**config.mk**
```make
export PLATFORM = sky130hd
export DESIGN_NAME = racetrack_lim_ctrl
export DESIGN_NICKNAME = d
export VERILOG_FILES = /design/src/rtl/racetrack_defines.sv /design/src/rtl/racetrack_head_tracker.sv /design/src/rtl/racetrack_lim_ctrl.sv
export SDC_FILE = /design/constraint.sdc
export NUM_CORES = 1
export LEC_CHECK = 0
export ABC_AREA = 1
export CAP_MARGIN = 20
export CELL_PAD_IN_SITES_DETAIL_PLACEMENT = 1
export CELL_PAD_IN_SITES_GLOBAL_PLACEMENT = 1
export CORE_MARGIN = 4
export CORE_UTILIZATION = 35
export DETAILED_ROUTE_END_ITERATION = 6
export PLACE_DENSITY_LB_ADDON = 0.2
export SLEW_MARGIN = 20
export SYNTH_ARGS = -nofsm -noshare
export SYNTH_HDL_FRONTEND = slang
export SYNTH_SLANG_ARGS = --single-unit
```
**constraint.sdc**
```tcl
create_clock -name clk -period 7.11 [get_ports clk]
set_clock_uncertainty 0.15 [all_clocks]
set_input_delay 1.422 -clock clk [delete_from_list [all_inputs] [get_ports clk]]
set_output_delay 1.422 -clock clk [all_outputs]
set_load 0.1 [all_outputs]
```
**src/rtl/racetrack_defines.sv**
```systemverilog
`default_nettype none
// ============================================================================
//  Module   : racetrack_defines (package)
//  Purpose  : Shared constants and types for the racetrack logic-in-memory
//             host controller: LIM function codes, reserved-code handling,
//             LIM wait period and the controller state encoding.
//  Revision : 1.0 - initial release
// ============================================================================
package racetrack_defines;

  // LIM function codes carried with a write strobe
  localparam logic [2:0] FUNCT_NONE = 3'b000;
  localparam logic [2:0] FUNCT_XOR  = 3'b001;
  localparam logic [2:0] FUNCT_AND  = 3'b010;
  localparam logic [2:0] FUNCT_OR   = 3'b011;
  localparam logic [2:0] FUNCT_MIN  = 3'b101;
  localparam logic [2:0] FUNCT_MAX  = 3'b110;

  // One bit per funct code; a set bit marks the code as reserved (100, 111)
  localparam logic [7:0] FUNCT_RESERVED_MASK = 8'b1001_0000;

  // Busy cycles the array needs after a LIM write
  localparam int WAIT_LIM_CYCLES = 2;

  typedef enum logic [2:0] {
    RT_IDLE    = 3'd0,
    RT_SHIFT   = 3'd1,
    RT_ACCESS  = 3'd2,
    RT_CAPT    = 3'd3,
    RT_LIMWAIT = 3'd4,
    RT_RESP    = 3'd5
  } rt_ctrl_state_e;

  // Reserved codes degrade to a plain write
  function automatic logic [2:0] funct_sanitize(input logic [2:0] f);
    return FUNCT_RESERVED_MASK[f] ? FUNCT_NONE : f;
  endfunction

endpackage
`default_nettype wire

```
**src/rtl/racetrack_head_tracker.sv**
```systemverilog
`default_nettype none
// ============================================================================
//  Module   : racetrack_head_tracker
//  Purpose  : Tracks the shared head position of a linear racetrack and
//             steps it one domain toward a target per enabled cycle.
//  Ports    : clk, rst       - clock, async active-high reset (pos -> 0)
//             target         - domain the head must reach
//             step           - advance one domain this cycle
//             pos_q          - current head position
//             dir            - 1 = target lies at a higher index
//             last_step      - the step taken this cycle lands on target
//  Revision : 1.0 - initial release
// ============================================================================
module racetrack_head_tracker #(
  parameter int DOM_W = 6
) (
  input  logic             clk,
  input  logic             rst,
  input  logic [DOM_W-1:0] target,
  input  logic             step,
  output logic [DOM_W-1:0] pos_q,
  output logic             dir,
  output logic             last_step
);

  logic [DOM_W-1:0] pos_next;
  logic             at_target;

  always_comb begin
    dir       = (target > pos_q);
    at_target = (target == pos_q);
    pos_next  = dir ? pos_q + 1'b1 : pos_q - 1'b1;
    // Track is linear: when at target dir=0 and pos_q-1 never equals target
    last_step = (pos_next == target);
  end

  always_ff @(posedge clk or posedge rst) begin
    if (rst) begin
      pos_q <= '0;
    end else if (step && !at_target) begin
      pos_q <= pos_next;
    end
  end

endmodule
`default_nettype wire

```
**src/rtl/racetrack_lim_ctrl.sv**
```systemverilog
`default_nettype none
// ============================================================================
//  Module   : racetrack_lim_ctrl
//  Purpose  : Host-side initiator for the racetrack logic-in-memory array.
//             Accepts one word request at a time on a req/gnt/rvalid port,
//             shifts the head to the target domain, performs the read or
//             (LIM) write, waits out the LIM period and responds.
//  Ports    : clk, rst                     - clock, async active-high reset
//             req_i/we_i/addr_i/wdata_i/funct_i - host request
//             gnt_o/rvalid_o/rdata_o       - host grant and response
//             rt_shift_o/rt_dir_o          - array head shift control
//             rt_row_o/rt_rd_o/rt_wr_o     - array access strobes
//             rt_funct_o/rt_wdata_o        - write function and operand
//             rt_rdata_i                   - array read data (cycle after rd)
//  Revision : 1.0 - initial release
// ============================================================================
module racetrack_lim_ctrl
  import racetrack_defines::*;
#(
  parameter int DATA_WIDTH = 32,
  parameter int DOM_W      = 6,
  parameter int ROW_W      = 4,
  parameter int ADDR_WIDTH = ROW_W + DOM_W,
  parameter int LIM_WAIT   = WAIT_LIM_CYCLES
) (
  input  logic                  clk,
  input  logic                  rst,
  input  logic                  req_i,
  input  logic                  we_i,
  input  logic [ADDR_WIDTH-1:0] addr_i,
  input  logic [DATA_WIDTH-1:0] wdata_i,
  input  logic [2:0]            funct_i,
  output logic                  gnt_o,
  output logic                  rvalid_o,
  output logic [DATA_WIDTH-1:0] rdata_o,
  output logic                  rt_shift_o,
  output logic                  rt_dir_o,
  output logic [ROW_W-1:0]      rt_row_o,
  output logic                  rt_rd_o,
  output logic                  rt_wr_o,
  output logic [2:0]            rt_funct_o,
  output logic [DATA_WIDTH-1:0] rt_wdata_o,
  input  logic [DATA_WIDTH-1:0] rt_rdata_i
);

  localparam int CNT_W = $clog2(LIM_WAIT + 1);

  rt_ctrl_state_e        state_q;
  logic                  we_q;
  logic [ROW_W-1:0]      row_q;
  logic [DOM_W-1:0]      target_q;
  logic [DATA_WIDTH-1:0] wdata_q;
  logic [2:0]            funct_q;
  logic [DATA_WIDTH-1:0] rdata_q;
  logic [CNT_W-1:0]      wait_cnt_q;

  logic [DOM_W-1:0]      pos_q;
  logic                  head_dir;
  logic                  last_step;
  logic [DOM_W-1:0]      req_dom;
  logic [ROW_W-1:0]      req_row;

  assign req_dom = addr_i[DOM_W-1:0];
  assign req_row = addr_i[ADDR_WIDTH-1:DOM_W];

  racetrack_head_tracker #(
    .DOM_W (DOM_W)
  ) u_head (
    .clk       (clk),
    .rst       (rst),
    .target    (target_q),
    .step      (state_q == RT_SHIFT),
    .pos_q     (pos_q),
    .dir       (head_dir),
    .last_step (last_step)
  );

  always_ff @(posedge clk or posedge rst) begin
    if (rst) begin
      state_q    <= RT_IDLE;
      we_q       <= 1'b0;
      row_q      <= '0;
      target_q   <= '0;
      wdata_q    <= '0;
      funct_q    <= FUNCT_NONE;
      rdata_q    <= '0;
      wait_cnt_q <= '0;
    end else begin
      case (state_q)
        RT_IDLE: begin
          if (req_i) begin
            we_q       <= we_i;
            row_q      <= req_row;
            target_q   <= req_dom;
            wdata_q    <= wdata_i;
            // Reads always present FUNCT_NONE to the array
            funct_q    <= we_i ? funct_sanitize(funct_i) : FUNCT_NONE;
            wait_cnt_q <= '0;
            state_q    <= (req_dom != pos_q) ? RT_SHIFT : RT_ACCESS;
          end
        end
        RT_SHIFT: begin
          if (last_step) begin
            state_q <= RT_ACCESS;
          end
        end
        RT_ACCESS: begin
          if (!we_q) begin
            state_q <= RT_CAPT;
          end else if (funct_q == FUNCT_NONE) begin
            state_q <= RT_RESP;
          end else begin
            wait_cnt_q <= '0;
            state_q    <= RT_LIMWAIT;
          end
        end
        RT_CAPT: begin
          rdata_q <= rt_rdata_i;
          state_q <= RT_RESP;
        end
        RT_LIMWAIT: begin
          if (wait_cnt_q == CNT_W'(LIM_WAIT - 1)) begin
            state_q <= RT_RESP;
          end else begin
            wait_cnt_q <= wait_cnt_q + 1'b1;
          end
        end
        RT_RESP: begin
          state_q <= RT_IDLE;
        end
        default: begin
          state_q <= RT_IDLE;
        end
      endcase
    end
  end

  // All array-side outputs decode directly from flops so they carry no
  // combinational path from the host inputs and are zero outside their state.
  always_comb begin
    gnt_o      = (state_q == RT_IDLE) && req_i;
    rvalid_o   = (state_q == RT_RESP);
    rdata_o    = (rvalid_o && !we_q) ? rdata_q : '0;
    rt_shift_o = (state_q == RT_SHIFT);
    // Direction is constant through a shift run since the head never overshoots
    rt_dir_o   = rt_shift_o && head_dir;
    rt_rd_o    = (state_q == RT_ACCESS) && !we_q;
    rt_wr_o    = (state_q == RT_ACCESS) && we_q;
    rt_row_o   = (state_q == RT_ACCESS) ? row_q : '0;
    rt_funct_o = rt_wr_o ? funct_q : FUNCT_NONE;
    rt_wdata_o = rt_wr_o ? wdata_q : '0;
  end

endmodule
`default_nettype wire

```
==> results of run 1 <==
-- cell usage after synthesis, drive strengths merged --
| cell type | number | area share |
|---|---|---|
| a21oi | 43 | 0.048 |
| a31oi | 1 | 0.0014 |
| a41oi | 1 | 0.0020 |
| buf | 15 | 0.017 |
| clkbuf | 8 | 0.0068 |
| dfrtp | 89 | 0.50 |
| fa | 1 | 0.0045 |
| ha | 12 | 0.034 |
| inv | 104 | 0.088 |
| nand2 | 84 | 0.072 |
| nand3 | 13 | 0.018 |
| nand3b | 1 | 0.0017 |
| nand4 | 1 | 0.0014 |
| nor2 | 116 | 0.10 |
| nor3 | 5 | 0.0079 |
| o21ai | 53 | 0.061 |
| o22ai | 3 | 0.0042 |
| o31ai | 1 | 0.0028 |
| or2 | 2 | 0.0028 |
| xnor2 | 3 | 0.0059 |
| xor2 | 8 | 0.016 |
-- kinds of logic after synthesis --
logic type / synth area share
AO/OA/AOI/OAI: 0.119
buffers and inverters: 0.113
adder cells (fa/ha/maj): 0.0383
flip-flops: 0.501
AND/OR/NAND/NOR: 0.207
XOR/XNOR: 0.0217
-- per-layer routing --
metal  wire (um)  global-route usage  vias up
li1            -                   -     2012
met1        5640               0.222     1985
met2        6150               0.304      108
met3         790              0.0449       12
met4         155              0.0531        0
met5           0                   0        -
-- worst max path at each step --
stage	depth (start not counted)	slack, ns	end	startpoint
final	8	2.47	rt_dir_o	u_head.pos_q[5]
after global routing	8	2.30	rt_dir_o	u_head.pos_q[5]
after CTS	4	2.18	rdata_o[25]	state_q[1]
after detailed placement	4	2.55	rdata_o[25]	state_q[1]
after global placement	4	2.76	rdata_o[19]	state_q[1]
after floorplan	4	1.0	rdata_o[10]	state_q[1]
-- where the power goes --
part           internal (mW)  leakage [nW]  switching, mW  total (mW)
Combinational          0.525          1.83           1.18        1.70
Clock                  0.344         0.164          0.196       0.540
Sequential             0.755          1.06          0.103       0.858
-- cell type report --
type | count | area (um2) | share of cell area
clock buffer | 11 | 233 | 0.0358
inverter | 104 | 394 | 0.0606
multi-input combinational | 348 | 1720 | 0.265
tap | 168 | 210 | 0.0323
clock inverter | 5 | 104 | 0.0160
timing repair buffer | 160 | 1610 | 0.248
sequential | 89 | 2230 | 0.342
-- state kept, by name, summed over array words and instances (netlist names) --
name	count
row_q	4
target_q	6
funct_q	3
rdata_q	32
wait_cnt_q	2
we_q	1
u_head.pos_q	6
wdata_q	32
state_q	3
-- cell usage in the layout, fill, tap and decap left out, drive strengths merged --
master         count
inv              103
a31oi              1
fa                 1
clkbuf            11
o21ai             53
nand3b             1
a21oi             43
a41oi              1
o22ai              3
xnor2              3
nor2             116
clkinv             3
nand4              1
nor3               5
dfrtp             89
xor2               8
or2                2
clkdlybuf4s50    156
ha                12
buf                4
o31ai              1
nand2             84
nand3             13
bufinv             3
-- worst max-delay path, cell delays in order, from the launching register on --
cell and delay [ns]:
dfrtp_1 0.40, inv_1 0.09, ha_1 0.29, nand2_1 0.11, nor2_2 0.06, nand3_2 0.08, nand2_1 0.27, a31oi_1 0.27
clkdlybuf4s50_1 1.16
==> summary.txt, run 1 <==
Outcome
  • Status: completed

Yosys
  • Share of the yosys chip area belonging to registers: 0.501
  • Mapped Area: 4440 um2
  • Cell count after synthesis: 564
  • Synth warnings: 0
  • Cell variety after synth: 34
  • Mapped Avg Cell Area: 7.88 um2
  • Post-synth net total: ~660
  • Yosys reg bits: 89

Die
  • Core Rows: 40
  • Initial Utilization: 0.364
  • Die X: 121 um
  • Core ar.: 12200 um2
  • Die H: 121 um
  • Die ar.: 14600 um2
  • Ports: 158

Placement
  • Placed Cells: 869
  • Post-DP HPWL: 9.62 mm
  • RePlAce Congestion: 0.775
  • I/O Buffers: approximately 160
  • Place WS: 2.55 ns
  • Dpl cell area: 6160 um2

Setup path
  • CP arrival: 3.07 ns
  • CP Max Fanout: 12
  • Crit Path Category: reg -> out
  • R2R cell count: 18
  • Required time of the critical path: 5.54 ns
  • Capturing point of the worst reg2reg path: state_q[1]
  • Worst reg2reg startpoint: u_head.pos_q[1]
  • Flop2flop setup slack: 4.01 ns
  • CP Launch Type: flop
  • Worst Setup End Kind: output pin

Min path
  • HP Class: reg -> reg
  • Hold path depth: 2
  • Hold Path End: wait_cnt_q[1]
  • Hold_sp: wait_cnt_q[1]

GRT
  • Largest net degree at the start of global routing: 89
  • Grt ovf: 0
  • Vias in the first global route: approximately 4300
  • Antenna violations before repair: 0
  • Overall routing resource usage: 0.178
  • First-pass GRT wire length: 20.9 mm

Cells and area
  • Final instance area: 6500 um2
  • Post-layout util: 0.533
  • P&R area growth vs syn: 46.3%
  • # fillers: 1492
  • Layout cells sized above 1: 0.0600
  • Final std cells w/o fill: 885
  • Nets@finish: 806
  • Antenna cells: 0

Power and ir drop
  • Total Power: 3.10 mW
  • PwrDens: 477 nW/um2
  • Pleak: 3.05 nW
  • Max VDD drop: about 200 uV

Drt
  • Post-DR wirelength/cell: 14.4 um
  • Remaining DRCs: 0
  • DRT Pass-1 Iters: 6
  • DR vias: slightly above 4000
  • 1st-iter DRT viols: between 150 and 200
  • Total wire length: around 13 mm
  • Routed Antenna Nets: 0
  • DR vias/cell: 4.65

Clocking
  • Sink Count: just under 90
  • Cts bufs inserted: 9
  • Cts repair resizes: 0
  • Clk Latency, worst-skew pair: 0.33 ns
  • Post-CTS Setup Repair Bufs: 0
  • CTS H-tree lvls: 3
  • CTS tree: built
  • Cts hold-fix bufs: 0
  • Root Buffer Master: clkbuf_16
  • Clock-pin transition on the worst setup and hold timing paths: ~0.06 ns
  • Bufs on Longest Clock Path: 2

STA
  • Unrepaired setup endpoints after global routing: no
  • Post-route setup slack: 2.47 ns
  • Rel. slew slack: 0.308
  • Endpoints failing hold: 0
  • Final hold slack: 0.362 ns
  • Setup TNS: 0 ns
  • Max-slew violation count: 0
  • Final period util: 0.653
  • Max Clock Freq: around 220 MHz
  • Period minus WS final: 4.64 ns
  • Worst Tran Pin Value: between 1 and 1.5 ns
  • Final setup fails: 0

Job
  • Max_cap viols: 0
(Power assumes the default switching activity.)
==> run 2: changes to the inputs <==
--- a/config.mk
+++ b/config.mk
@@ -10,7 +10,7 @@
 export CELL_PAD_IN_SITES_DETAIL_PLACEMENT = 1
 export CELL_PAD_IN_SITES_GLOBAL_PLACEMENT = 1
 export CORE_MARGIN = 4
-export CORE_UTILIZATION = 35
+export CORE_UTILIZATION = 32
 export DETAILED_ROUTE_END_ITERATION = 6
 export PLACE_DENSITY_LB_ADDON = 0.2
 export SLEW_MARGIN = 20
==> constraint.sdc (replaced) <==
create_clock -name clk -period 4.4 [get_ports clk]
set_clock_uncertainty 0.15 [all_clocks]
set_input_delay 0.88 -clock clk [delete_from_list [all_inputs] [get_ports clk]]
set_output_delay 0.88 -clock clk [all_outputs]
set_load 0.1 [all_outputs]
==> run 2 against run 1 <==
  * Hold slack barely moved
  * Routed wire length increased by 0.63%
  * Sequential power grew 61%
  * Die area increased by 8.7%
  * Flip-flop and latch count is the same
  * First-iteration DRC count shrank 7.3%
  * Core utilization shrank 6.0 points
  * Count of clock-buffer cells in the layout unchanged
  * Cell area shrank 2.7%
  * Via count down 0.85%
  * Setup slack worse by 1.5 ns
  * Clock power up 49%
  * Largest power group unchanged
==> summary.txt, run 2 (same netlist as run 1, synthesis figures left out) <==
Clocking
  • Sink Count: 89 (unchanged)
  • Cts repair resizes: 0 (unchanged)
  • Root Buffer Master: clkbuf_16
  • Clock-pin transition on the worst setup and hold timing paths: 0.06 ns (about the same)
  • Bufs on Longest Clock Path: 2 (unchanged)
  • Cts hold-fix bufs: 0 (unchanged)
  • Post-CTS Setup Repair Bufs: 0 (unchanged)
  • CTS tree: built
  • Clk Latency, worst-skew pair: 0.34 ns (about the same)
  • CTS H-tree lvls: 3 (unchanged)
  • Cts bufs inserted: 9 (unchanged)

Cells and area
  • Seq. cell area: 2230 um2 (unchanged)
  • P&R area growth vs syn: 42.4%
  • Layout cells sized above 1: 0.164 (+0.104)
  • Antenna cells: 0 (unchanged)
  • Multi-input gate area: 1740 um2 (+0.65%)
  • Most frequent cells in the layout: nor2_1, inv_1, dfrtp_1
  • Regs by FF count: rdata_q (32), wdata_q (32)
  • Final std cells w/o fill: 894 (+1.0%)
  • Leading cell type in the layout, fill and taps excluded: nor2_1
  • Nets@finish: 807 (+0.12%)
  • Post-layout util: 0.472 (-0.0604)
  • Final instance area: 6330 um2 (-2.7%)
  • # fillers: 1643 (+10%)

Setup path
  • Capturing point of the worst reg2reg path: state_q[1]
  • CP arrival: 2.44 ns (-0.63 ns)
  • Worst Setup End Kind: output pin
  • R2R cell count: 18 (unchanged)
  • Flop2flop setup slack: 1.26 ns (-2.75 ns)
  • CP Launch Type: flop
  • Buf/Inv on CP: 3 (+1)
  • Critical Path Max Stage Delay: 1.15 ns (about the same)
  • Slowest cell on crit path: clkdlybuf4s50_1
  • Required time of the critical path: 3.37 ns (-2.17 ns)
  • Crit Path Category: reg -> out
  • Worst reg2reg startpoint: u_head.pos_q[3]
  • Critical-path cell list: nor2_1, inv_2, nor2_2, inv_4, nor2_1, clkdlybuf4s50_1
  • CP Max Fanout: 6 (-6)
  • Worst path most repeated cell: nor2_1
  • Crit-path leading delay family: buffers and inverters

Drt
  • DR vias/cell: 4.57 (-1.8%)
  • Post-DR wirelength/cell: 14.3 um (-0.39%)
  • Total wire length: 12.8 mm (+0.63%)
  • DR vias: 4082 (-0.85%)
  • DRT Pass-1 Iters: 4 (-2)
  • Remaining DRCs: 0 (unchanged)
  • 1st-iter DRT viols: 166 (-7.3%)
  • Routed Antenna Nets: 0 (unchanged)

STA
  • Unrepaired setup endpoints after global routing: no
  • Max-slew violation count: 0 (unchanged)
  • Final period util: 0.788
  • Post-route setup slack: 0.933 ns (-1.53 ns)
  • Rel. slew slack: 0.316 (+0.00753)
  • Period minus WS final: 3.47 ns
  • Setup TNS: 0 ns (unchanged)
  • Final hold slack: 0.361 ns (-0.000397 ns)
  • Final setup fails: 0 (unchanged)
  • Max Clock Freq: 288 MHz
  • Worst Tran Pin Value: 1.02 ns (-0.0113 ns)
  • Endpoints failing hold: 0 (unchanged)

Min path
  • Hold path depth: 2 (unchanged)
  • Hold Path End: rdata_q[29]
  • Hold_sp: rdata_q[29]
  • HP Class: reg -> reg

GRT
  • GR met3 Demand/Resource: 0.0512 (+0.00633)
  • Met1 Track Usage GR: 0.201 (-0.0210)
  • Vias in the first global route: 4419 (+2.0%)
  • GR peak layer: met2
  • First-pass GRT wire length: 21.3 mm (+1.8%)
  • Grt ovf: 0 (unchanged)
  • Overall routing resource usage: 0.164 (-0.0142)
  • Largest net degree at the start of global routing: 89 (unchanged)
  • Grt met2 use: 0.274 (-0.0305)
  • Antenna violations before repair: 0 (unchanged)

Power and ir drop
  • PwrDens: 785 nW/um2 (+65%)
  • Pleak: 3.17 nW (+4.0%)
  • Total Power: 4.97 mW (+60%)
  • Max VDD drop: 290 uV (+43%)

Die
  • Core ar.: 13400 um2 (+9.7%)
  • Die ar.: 15800 um2 (+8.7%)
  • Die H: 126 um (+4.3%)
  • Core Rows: 42 (+5.0%)
  • Ports: 158 (unchanged)
  • Die X: 126 um (+4.3%)
  • Initial Utilization: 0.332 (-0.0323)

Job
  • Max_cap viols: 0 (unchanged)

Placement
  • Placed Cells: 878 (+1.0%)
  • RePlAce Congestion: 0.813 (+4.9%)
  • I/O Buffers: 157 (unchanged)
  • Post-DP HPWL: 9.61 mm (-0.12%)
  • Place WS: 1.18 ns (-1.37 ns)
  • Dpl cell area: 6010 um2 (-2.5%)

Outcome
  • Status: completed
run 2: cell types whose count changed in the layout (fill, tap and decap cells not counted), sizes merged:
| cell | delta |
|---|---|
| clkinvlp | +3 |
| inv | +1 |
| clkdlybuf4s50 | -70 |
| clkinv | -2 |
| buf | +71 |
| bufinv | -2 |
run 2: worst max path at each step:
stage	start	endpoint	slack, ns	cells after the start
finish	state_q[0]	rt_row_o[3]	0.93	6
CTS	state_q[1]	rdata_o[0]	0.80	4
floorplan	state_q[1]	rdata_o[10]	-0.19	4
detailed placement	state_q[1]	rdata_o[0]	1.18	4
global placement	state_q[1]	rdata_o[0]	1.24	4
global route	state_q[2]	rt_row_o[3]	0.76	6
run 2: tightest hold or removal path, delay by kind of cell (launching register included):
family	cells	cell delay (ns)
DFF	1	0.32
buffers and inverters	1	0.04
AOI/OAI and AO/OA	1	0.11
run 2: area by class of cell:
class	count	share of cell area
Clock inverter	5	0.00969
Sequential cell	89	0.352
Timing Repair Buffer	161	0.227
Tap cell	176	0.0348
Clock buffer	11	0.0399
Inverter	104	0.0623
Multi-Input combinational cell	348	0.274
run 2: power by group:
group / total [mW] / switching, mW / internal, mW
Sequential: 1.38 / 0.164 / 1.22
Combinational: 2.78 / 1.95 / 0.825
Clock: 0.807 / 0.333 / 0.473
Total: 4.97 / 2.45 / 2.52
run 2: routing by layer:
| metal | wire (um) | vias up | part of all wire |
|---|---|---|---|
| met4 | 208 | 0 | 0.016 |
| li1 | - | 2016 | - |
| met1 | 5700 | 1941 | 0.44 |
| met3 | 931 | 13 | 0.073 |
| met2 | 5990 | 112 | 0.47 |
| met5 | 0 | - | 0 |
==> run 3: changes to the inputs <==
--- a/config.mk
+++ b/config.mk
@@ -10,7 +10,7 @@
 export CELL_PAD_IN_SITES_DETAIL_PLACEMENT = 1
 export CELL_PAD_IN_SITES_GLOBAL_PLACEMENT = 1
 export CORE_MARGIN = 4
-export CORE_UTILIZATION = 32
+export CORE_UTILIZATION = 29
 export DETAILED_ROUTE_END_ITERATION = 6
 export PLACE_DENSITY_LB_ADDON = 0.2
 export SLEW_MARGIN = 20
==> constraint.sdc (replaced) <==
create_clock -name clk -period 3 [get_ports clk]
set_clock_uncertainty 0.15 [all_clocks]
set_input_delay 0.6 -clock clk [delete_from_list [all_inputs] [get_ports clk]]
set_output_delay 0.6 -clock clk [all_outputs]
set_load 0.1 [all_outputs]
==> run 3 against run 2 <==
  * Die area is 9.7% higher
  * Hold slack worse by 0.013 ns
  * Cell count is 2.1% higher
  * Clock power is 31% higher
  * Setup slack worse by 0.89 ns
  * Via count is 3.0% higher
  * Critical path type is now reg -> reg
  * Critical path depth is 10 higher
  * Sequential power is 47% higher
  * Flip-flop and latch count stayed put
==> summary.txt, run 3 (same netlist as run 1, synthesis figures left out) <==
Drt
  • DR vias/cell: 4.60 (+0.85%)
  • Post-DR wirelength/cell: 16.2 um (+13%)
  • DR vias: 4204 (+3.0%)
  • Routed Antenna Nets: 0 (unchanged)
  • DRT Pass-1 Iters: 4 (unchanged)
  • 1st-iter DRT viols: 117 (-30%)
  • Total wire length: 14.7 mm (+15%)
  • Remaining DRCs: 0 (unchanged)

Placement
  • I/O Buffers: 157 (unchanged)
  • Placed Cells: 888 (+1.1%)
  • Place WS: -0.0624 ns (-1.25 ns)
  • RePlAce Congestion: 0.794 (-2.3%)
  • Post-DP HPWL: 11.1 mm (+15%)

GRT
  • Largest net degree at the start of global routing: 89 (unchanged)
  • Vias in the first global route: 4631 (+4.8%)
  • Grt ovf: 0 (unchanged)
  • First-pass GRT wire length: 23.8 mm (+12%)
  • Antenna violations before repair: 0 (unchanged)
  • Overall routing resource usage: 0.170 (+0.00610)

Cells and area
  • Nets@finish: 819 (+1.5%)
  • Layout cells sized above 1: 0.302 (+0.137)
  • # fillers: 1643 (unchanged)
  • Post-layout util: 0.531 (+0.0584)
  • Leading cell type in the layout, fill and taps excluded: inv_1
  • P&R area growth vs syn: 76.1%
  • Most frequent cells in the layout: inv_1, dfrtp_1, clkdlybuf4s50_1
  • Antenna cells: 0 (unchanged)
  • Final std cells w/o fill: 913 (+2.1%)
  • Regs by FF count: rdata_q (32), wdata_q (32)

Clocking
  • CTS H-tree lvls: 3 (unchanged)
  • Cts bufs inserted: 9 (unchanged)
  • CTS tree: built
  • Sink Count: 89 (unchanged)
  • Root Buffer Master: clkbuf_16
  • Clock-pin transition on the worst setup and hold timing paths: 0.07 ns (about the same)
  • Clk Latency, worst-skew pair: 0.35 ns (about the same)
  • Bufs on Longest Clock Path: 2 (unchanged)

Die
  • Core Rows: 44 (+4.8%)
  • Initial Utilization: 0.301 (-0.0304)
  • Die X: 132 um (+4.7%)
  • Core ar.: 14800 um2 (+10%)
  • Die ar.: 17400 um2 (+9.7%)
  • Die H: 132 um (+4.7%)
  • Ports: 158 (unchanged)

STA
  • Period minus WS final: about 3 ns
  • Final period util: 0.985
  • Rel. slew slack: 0.514 (+0.198)
  • Unrepaired setup endpoints after global routing: yes
  • Max Clock Freq: 338 MHz
  • Final setup fails: 0 (unchanged)
  • Max-slew violation count: 0 (unchanged)
  • Endpoints failing hold: 0 (unchanged)
  • Setup TNS: 0 ns (unchanged)
  • Post-route setup slack: 0.0453 ns (-0.888 ns)
  • Worst Tran Pin Value: 0.728 ns (-0.295 ns)

Setup path
  • Required time of the critical path: 3.13 ns (-0.24 ns)
  • Crit-path leading delay family: simple AND/OR/NAND/NOR gates
  • CP Launch Type: flop
  • CP Max Fanout: 7 (+1)
  • Slowest cell on crit path: fa_2
  • Critical-path cell list: inv_2, ha_1, a21oi_1, nand3_2, nand2_4, inv_2, fa_2, xor2_2, xor2_1, nor2_1, nand3_1, nor2_2, nand3_1, nand2_1, nand2_1, nor2_1
  • Crit Path Category: reg -> reg
  • Buf/Inv on CP: 2 (-1)
  • CP arrival: 3.08 ns (+0.64 ns)
  • Worst Setup End Kind: flop
  • Critical Path Max Stage Delay: 0.40 ns (-0.75 ns)

Power and ir drop
  • Seq pwr share: 0.241 (-0.037)
  • Total Power: 8.43 mW (+70%)
  • Net Sw Frac: 0.497 (+0.00380)
  • Clock Power Share: 0.126 (-0.036)
  • PwrDens: 1080 nW/um2 (+37%)
  • Net Sw Power: 4.19 mW (+71%)
  • Max VDD drop: 490 uV (+69%)
  • Int Power: 4.24 mW (+68%)
  • Pleak: 3.43 nW (+8.2%)
  • Gate power share: 0.633 (+0.074)

Min path
  • HP Class: reg -> reg

Job
  • Max_cap viols: 0 (unchanged)

Outcome
  • Status: completed
[run 3: cell count changes in the layout (fill, tap and decap cells not counted), moves of 3 or more]
cell	change
buf_12	+72
buf_4	-54
clkdlybuf4s50_1	-6
dfrtp_1	-4
dfrtp_2	+4
ha_1	-3
ha_4	+3
nand2_1	-5
nand2_2	+3
nor2_1	-68
nor2_2	+15
nor2_4	+53
[run 3: worst register-to-register path, stage by stage, from the launching register on]
cell,delay [ns]
dfrtp_1,0.38
inv_2,0.06
ha_1,0.30
a21oi_1,0.26
nand3_2,0.14
nand2_4,0.18
inv_2,0.06
fa_2,0.40
xor2_2,0.18
xor2_1,0.15
nor2_1,0.09
nand3_1,0.11
nor2_2,0.13
nand3_1,0.09
nand2_1,0.08
nand2_1,0.05
nor2_1,0.08
[run 3: layer usage]
layer	global-route usage	vias to the layer above	share of wire
li1	-	2050	-
met1	0.199	2000	0.41
met2	0.288	131	0.50
met3	0.0649	23	0.080
met4	0.0554	0	0.019
met5	0	-	0
[run 3: final timing paths]
| path | slack (ns) | start | end | cells past startpoint |
|---|---|---|---|---|
| min in group asynchronous | 0.57 | rst | wdata_q[9] | 2 |
| worst min register to register | 0.35 | wait_cnt_q[1] | wait_cnt_q[1] | 2 |
| worst max register to register | 0.05 | u_head.pos_q[5] | state_q[1] | 16 |
| worst min-delay path | 0.35 | wait_cnt_q[1] | wait_cnt_q[1] | 2 |
| worst max-delay path | 0.05 | u_head.pos_q[5] | state_q[1] | 16 |
| max in group asynchronous | 1.52 | rst | rdata_q[3] | 3 |
[run 3: metrics by stage]
step | cell area, um2 | hold slack, ns
final | 7830 | 0.348
after global routing | 7830 | 0.373
after CTS | 7680 | 0.351
after detailed placement | 7390 | 0.337
after global placement | 7390 | 0.322
after floorplan | 4980 | 0.310
[run 3: power groups by stage]
stage                     Clock, mW  Combinational (mW)  Sequential, mW
after global routing           1.16                5.81            2.10
after global placement            0                4.57            2.03
after floorplan                   0                3.54            1.99
final                          1.06                5.33            2.03
after detailed placement          0                4.77            2.06
after CTS                      1.11                4.85            2.04
[run 3: final cells by class]
cell class              count  area (um2)  area share
repair buffers            173        2410       0.308
multi-input cells         348        2280       0.291
flip-flops and latches     89        2230       0.285
inverters                 104         402      0.0513
clock buffers              11         243      0.0310
well taps                 184         230      0.0294
clock inverters             4        30.0     0.00384
[run 3: what timing repair did]
action                     4_1_cts  5_1_grt
setup endpoints to repair        2       25
hold endpoints to repair         0        0
buffers inserted                 0       10
hold buffers                     0        0
pin swaps                        0        9
resized for setup                3       19
==> edit 1: new RTL, flow settings as in run 3 <==
`DOM_W` is set to 6 in 2 places; all go to 3.
--- a/src/rtl/racetrack_head_tracker.sv
+++ b/src/rtl/racetrack_head_tracker.sv
@@ -12,7 +12,7 @@
 //  Revision : 1.0 - initial release
 // ============================================================================
 module racetrack_head_tracker #(
-  parameter int DOM_W = 6
+  parameter int DOM_W = 3
 ) (
   input  logic             clk,
   input  logic             rst,
--- a/src/rtl/racetrack_lim_ctrl.sv
+++ b/src/rtl/racetrack_lim_ctrl.sv
@@ -18,7 +18,7 @@
   import racetrack_defines::*;
 #(
   parameter int DATA_WIDTH = 32,
-  parameter int DOM_W      = 6,
+  parameter int DOM_W      = 3,
   parameter int ROW_W      = 4,
   parameter int ADDR_WIDTH = ROW_W + DOM_W,
   parameter int LIM_WAIT   = WAIT_LIM_CYCLES
Ports: changed (resized addr_i); port bits go from 158 to 155. No check against the original RTL was run, so the function may have changed too.
==> edit 1 against run 3 <==
Critical path depth decreased by 10; worst setup slack improved by 0.10 ns; final area decreased by 11%; die area decreased by 12%; power decreased by 25%; area after synthesis down 13%; synthesized cell count decreased by 14%; maximum frequency grew 3.7%; global-route usage up 0.23 points; routed wire length fell by 15%; sequential cell count is 6 lower; clock power increased by 14%; combinational power fell by 38%.
==> edit 1: results (changes against run 3) <==
- Number of global-route vias before repair: 3996 (-14%)
- Largest cells by area after synthesis: dfrtp_1, inv_1, nand2_1
- Average wire per standard cell: 15.4 um (-4.8%)
- Post-route ant nets: 0 (unchanged)
- Clock network area share: 4.62% (+1.1 points)
- Buffer share of cell area: 33.0% (+2.2 points)
- CP endpoint: rdata_o[0]
- Register area: 2080 um2 (-6.9%)
- RR Endpoint: state_q[0]
- Sequential fraction of the synthesis area: 53.5% (+3.4 points)
- Commonest cells in the netlist: inv_1, nand2_1, dfrtp_1
- Dpl cell area: 6620 um2 (-10%)
- Net Sw Power: 2.91 mW (-31%)
- Number of instances in the placed design: 800 (-9.9%)
- Outcome: complete, no violations
- Worst Reg-to-Reg Cells: 14 (-2)
- Slew @ Worst Pin: 0.906 ns (+0.178 ns)
- Inverters: 97 (-6.7%)
- Reg2Reg Setup Slack: 0.31 ns (+0.26 ns)
- Yosys reg bits: 83 (-6.7%)
- Buffers, non-clock: 159 (-8.1%)
- Port bufs: 154 (-1.9%)
- CP startpoint: state_q[2]
- Synth cell types: 24 (-29%)
- Clk pwr: 1.21 mW (+14%)
- GPL Wtd Cong: 0.788 (-0.77%)
- DRT iter0 DRCs: 170 (+45%)
- Syn Area/Cell: 7.99 um2 (+1.3%)
- Gr usage total: 17.2% (+0.23 points)
- Critical-path maximum fanout: 32 (+25)
- Final #Nets: 718 (-12%)
- CP top delay family: buffers and inverters
- WHS: 0.337 ns (-0.0112 ns)
- Pleak: 3.00 nW (-13%)
- Cts repair resizes: 0 (-3)
- VDD IR max: 0.000698 V (+43%)
- Critical path's slowest cell: buf_4
- Regs by FF count: rdata_q: 32 flops, wdata_q: 32 flops, row_q: 4 flops
- Drt total wl: 12.5 mm (-15%)
- Multi-input combinational area share: 24.0% (-5.1 points)
- CLK BUF: 12 (+1)
- Worst Hold Launch: wait_cnt_q[1]
- Largest net degree at the start of global routing: 83 (-6.7%)
- Worst R2R Start: u_head.pos_q[2]
- Multi-In Gates: 285 (-18%)
- Largest stage delay, worst path: 0.68 ns (+0.28 ns)
- Power Sequential: 1.87 mW (-8%)
- Share of cells above drive strength 1: 27.7% (-2.5 points)
- Htree depth: 3 (unchanged)
- Vias after detailed routing: 3635 (-14%)
- Footprint of the multi-input gates: 1670 um2 (-27%)
## edit 1: cell types whose count changed in the layout (fill, tap and decap cells not counted), sizes merged, moves of 4 or more
cell   change
xor2       -6
a21oi     -37
dfrtp      -6
ha         -8
inv        -7
buf       -11
nand2     +10
o21ai     +21
nor2      -35
nand3      -4
## edit 1: stage by stage
stage	power, mW	setup WS (ns)
2_1_floorplan	4.25	-0.180
3_3_place_gp	5.03	0.538
3_5_place_dp	5.22	0.310
4_1_cts	6.47	0.135
5_1_grt	6.85	0.0124
6_report	6.36	0.150
## edit 1: layer usage
layer  vias up  share of wire [%]  global-route usage (%)
met2        82                 54                    31.3
met4         0                3.4                    8.51
met1      1769                 37                    18.9
li1       1757                  -                       -
met3        27                4.8                    3.63
met5         -                  0                       0
## edit 1: kinds of logic after synthesis
family	after synthesis	synth area share (%)
fa+ha+maj	5	1.81
buf+inv	118	12.9
compound gates	85	11.2
xor+xnor	7	1.58
simple gates	188	19.0
flops	83	53.5
==> edit 2: new RTL, flow settings as in run 3 <==
Without the edit above. Encoding of `rt_ctrl_state_e`: now one-hot (6 bits for 6 states).
--- a/src/rtl/racetrack_defines.sv
+++ b/src/rtl/racetrack_defines.sv
@@ -22,13 +22,13 @@
   // Busy cycles the array needs after a LIM write
   localparam int WAIT_LIM_CYCLES = 2;
 
-  typedef enum logic [2:0] {
-    RT_IDLE    = 3'd0,
-    RT_SHIFT   = 3'd1,
-    RT_ACCESS  = 3'd2,
-    RT_CAPT    = 3'd3,
-    RT_LIMWAIT = 3'd4,
-    RT_RESP    = 3'd5
+  typedef enum logic [5:0] {
+    RT_IDLE    = 6'b000001,
+    RT_SHIFT   = 6'b000010,
+    RT_ACCESS  = 6'b000100,
+    RT_CAPT    = 6'b001000,
+    RT_LIMWAIT = 6'b010000,
+    RT_RESP    = 6'b100000
   } rt_ctrl_state_e;
 
   // Reserved codes degrade to a plain write
Check against the original RTL: no difference found for any inputs over 10 cycles, from zero or initial values and one cycle with rst high; not proved beyond that.
==> edit 2 against run 3 <==
Worst setup slack improved by 0.0042 ns; power decreased by 9.8%; combinational power decreased by 18%; final area increased by 5.9%; utilization increased by 1.1 points; critical path type unchanged; sequential share of layout area decreased by 0.72 points; area after synthesis increased by 3.1%; highest routed layer unchanged; sequential cell count increased by 3; routed wire length increased by 1.3%; largest power group unchanged.
==> edit 2: results (changes against run 3) <==
- Outcome: complete, no violations
- Htree depth: 3 (unchanged)
- Post-DP HPWL: 10.8 mm (-2.2%)
- TritonCTS Buffers: 9 (unchanged)
- Gr usage total: 16.5% (-0.48 points)
- Port bufs: 157 (unchanged)
- Mux share of post-synthesis cell area: 0.464% (+0.46 points)
- VDD IR max: 0.000757 V (+55%)
- Average wire per standard cell: 15.5 um (-4.3%)
- Synth cell types: 33 (-2.9%)
- Number of global-route vias before repair: 4799 (+3.6%)
- Commonest cells in the netlist: nor2_1, inv_1, dfrtp_1
- Syn Area/Cell: 7.98 um2 (+1.3%)
- First-pass GRT wire length: 23.8 mm (-0.14%)
- DR pass1 iterations: 4 (unchanged)
- Longest Clk Path Bufs: 2 (unchanged)
- HP Class: reg -> reg
- Critical-path maximum fanout: 6 (-1)
- Share of cells above drive strength 1: 32.7% (+2.5 points)
- Syn Nets: 668 (+1.5%)
- Synth Area in XOR/XNOR: 2.29% (+0.13 points)
- GPL Wtd Cong: 0.858 (+8.1%)
- Slew @ Worst Pin: 0.506 ns (-0.221 ns)
- Met1 Wirelength: 6.18 mm (+3.2%)
- Critical Path AT: 3.04 ns (-0.04 ns)
- Syn. warnings: 0 (unchanged)
- GR Util met3: 3.32% (-3.2 points)
- Met2 Usage GRT: 29.5% (+0.71 points)
- Compound-Gate Fraction of Synth Area: 11.2% (-0.74 points)
- Antenna violations before repair: 0 (unchanged)
- Crit path launch type: flop
- Worst R2R Start: u_head.pos_q[5]
- Post-DR vias/cell: 4.51 (-2.0%)
- Met3 wire length: 642 um (-46%)
- Worst Hold Launch: we_q
- Clock transition at the registers of the reported paths: 0.07 ns (about the same)
- ANT cells: 0 (unchanged)
- CTS Root Cell: clkbuf_16
- Number of instances in the placed design: 935 (+5.3%)
- Adder-Cell Fraction of Synth Area: 3.71% (-0.12 points)
- GR Util met1: 19.5% (-0.45 points)
- Non-Filler Instances: 967 (+5.9%)
- Ys async rst share: 100% (unchanged)
- Largest cells by area after synthesis: dfrtp_1, nor2_1, inv_1
- Fill count: 1678 (+2.1%)
- Final #Nets: 845 (+3.2%)
- Sequential fraction of the synthesis area: 50.3% (+0.15 points)
- Met2 wire length: 7.80 mm (+6.8%)
- Pleak: 3.59 nW (+4.6%)
- DP Worst Slack: -0.106 ns (-0.0437 ns)
- Largest net degree at the start of global routing: 93 (+4.5%)
- Regs by FF count: rdata_q: 32 flops, wdata_q: 32 flops
- Dpl cell area: 7680 um2 (+3.9%)
- DRT iter0 DRCs: 126 (+7.7%)
- Top Metal Used: met4
- Clock Latency Late Sink: 0.35 ns (about the same)
==> edit 2: cell count changes after synthesis, sizes merged, moves of 2 or more <==
cell,change
nand4,+2
nand2,-6
o21ai,+3
nor3,-3
inv,+3
nor4,+2
a21oi,-5
nand3,+2
nor2,+9
dfrtp,+2
or2,-2
==> edit 2: critical path, stage by stage, from the launching register on <==
cell and delay [ns]:
dfrtp_1 0.38, inv_2 0.07, ha_4 0.30, nand2_4 0.07, nor2_4 0.14, nand2_2 0.11, nand3_4 0.08, nand2_4 0.08
buf_4 0.15, ha_1 0.32, nand2_1 0.09, o21ai_2 0.18, xor2_1 0.22, nand2_1 0.11, nand2_1 0.08, nor2_1 0.05
nand3_1 0.07, nand2_2 0.06, nand2_2 0.08, nor2_2 0.04
==> edit 2: layout make-up <==
type / count / area [um2] / area share, %
Timing Repair Buffer: 188 / 2540 / 30.6
Multi-Input combinational cell: 353 / 2470 / 29.8
Sequential cell: 92 / 2300 / 27.8
Inverter: 107 / 408 / 4.92
Tap cell: 211 / 264 / 3.19
Clock buffer: 10 / 239 / 2.88
Clock inverter: 6 / 63.8 / 0.770
==> edit 2: repair_timing <==
| item | in CTS | in global routing |
|---|---|---|
| pin swaps | 3 | 19 |
| setup buffers | 6 | 10 |
| gates resized for setup | 4 | 38 |
| setup endpoints to repair | 3 | 4 |
==> edit 2: worst paths after layout <==
kind,slack (ns),cells past startpoint,end
max in group asynchronous,1.73,3,state_q[0]
min in group asynchronous,0.60,3,wdata_q[30]
max,0.05,19,state_q[5]
min,0.31,1,state_q[3]
min reg2reg,0.31,1,state_q[3]
max reg2reg,0.05,19,state_q[5]
==> edit 2: power by group <==
group | internal (mW) | switching, mW
registers | 1.83 | 0.232
clock network | 0.667 | 0.496
logic | 1.65 | 2.73
total | 4.15 | 3.46
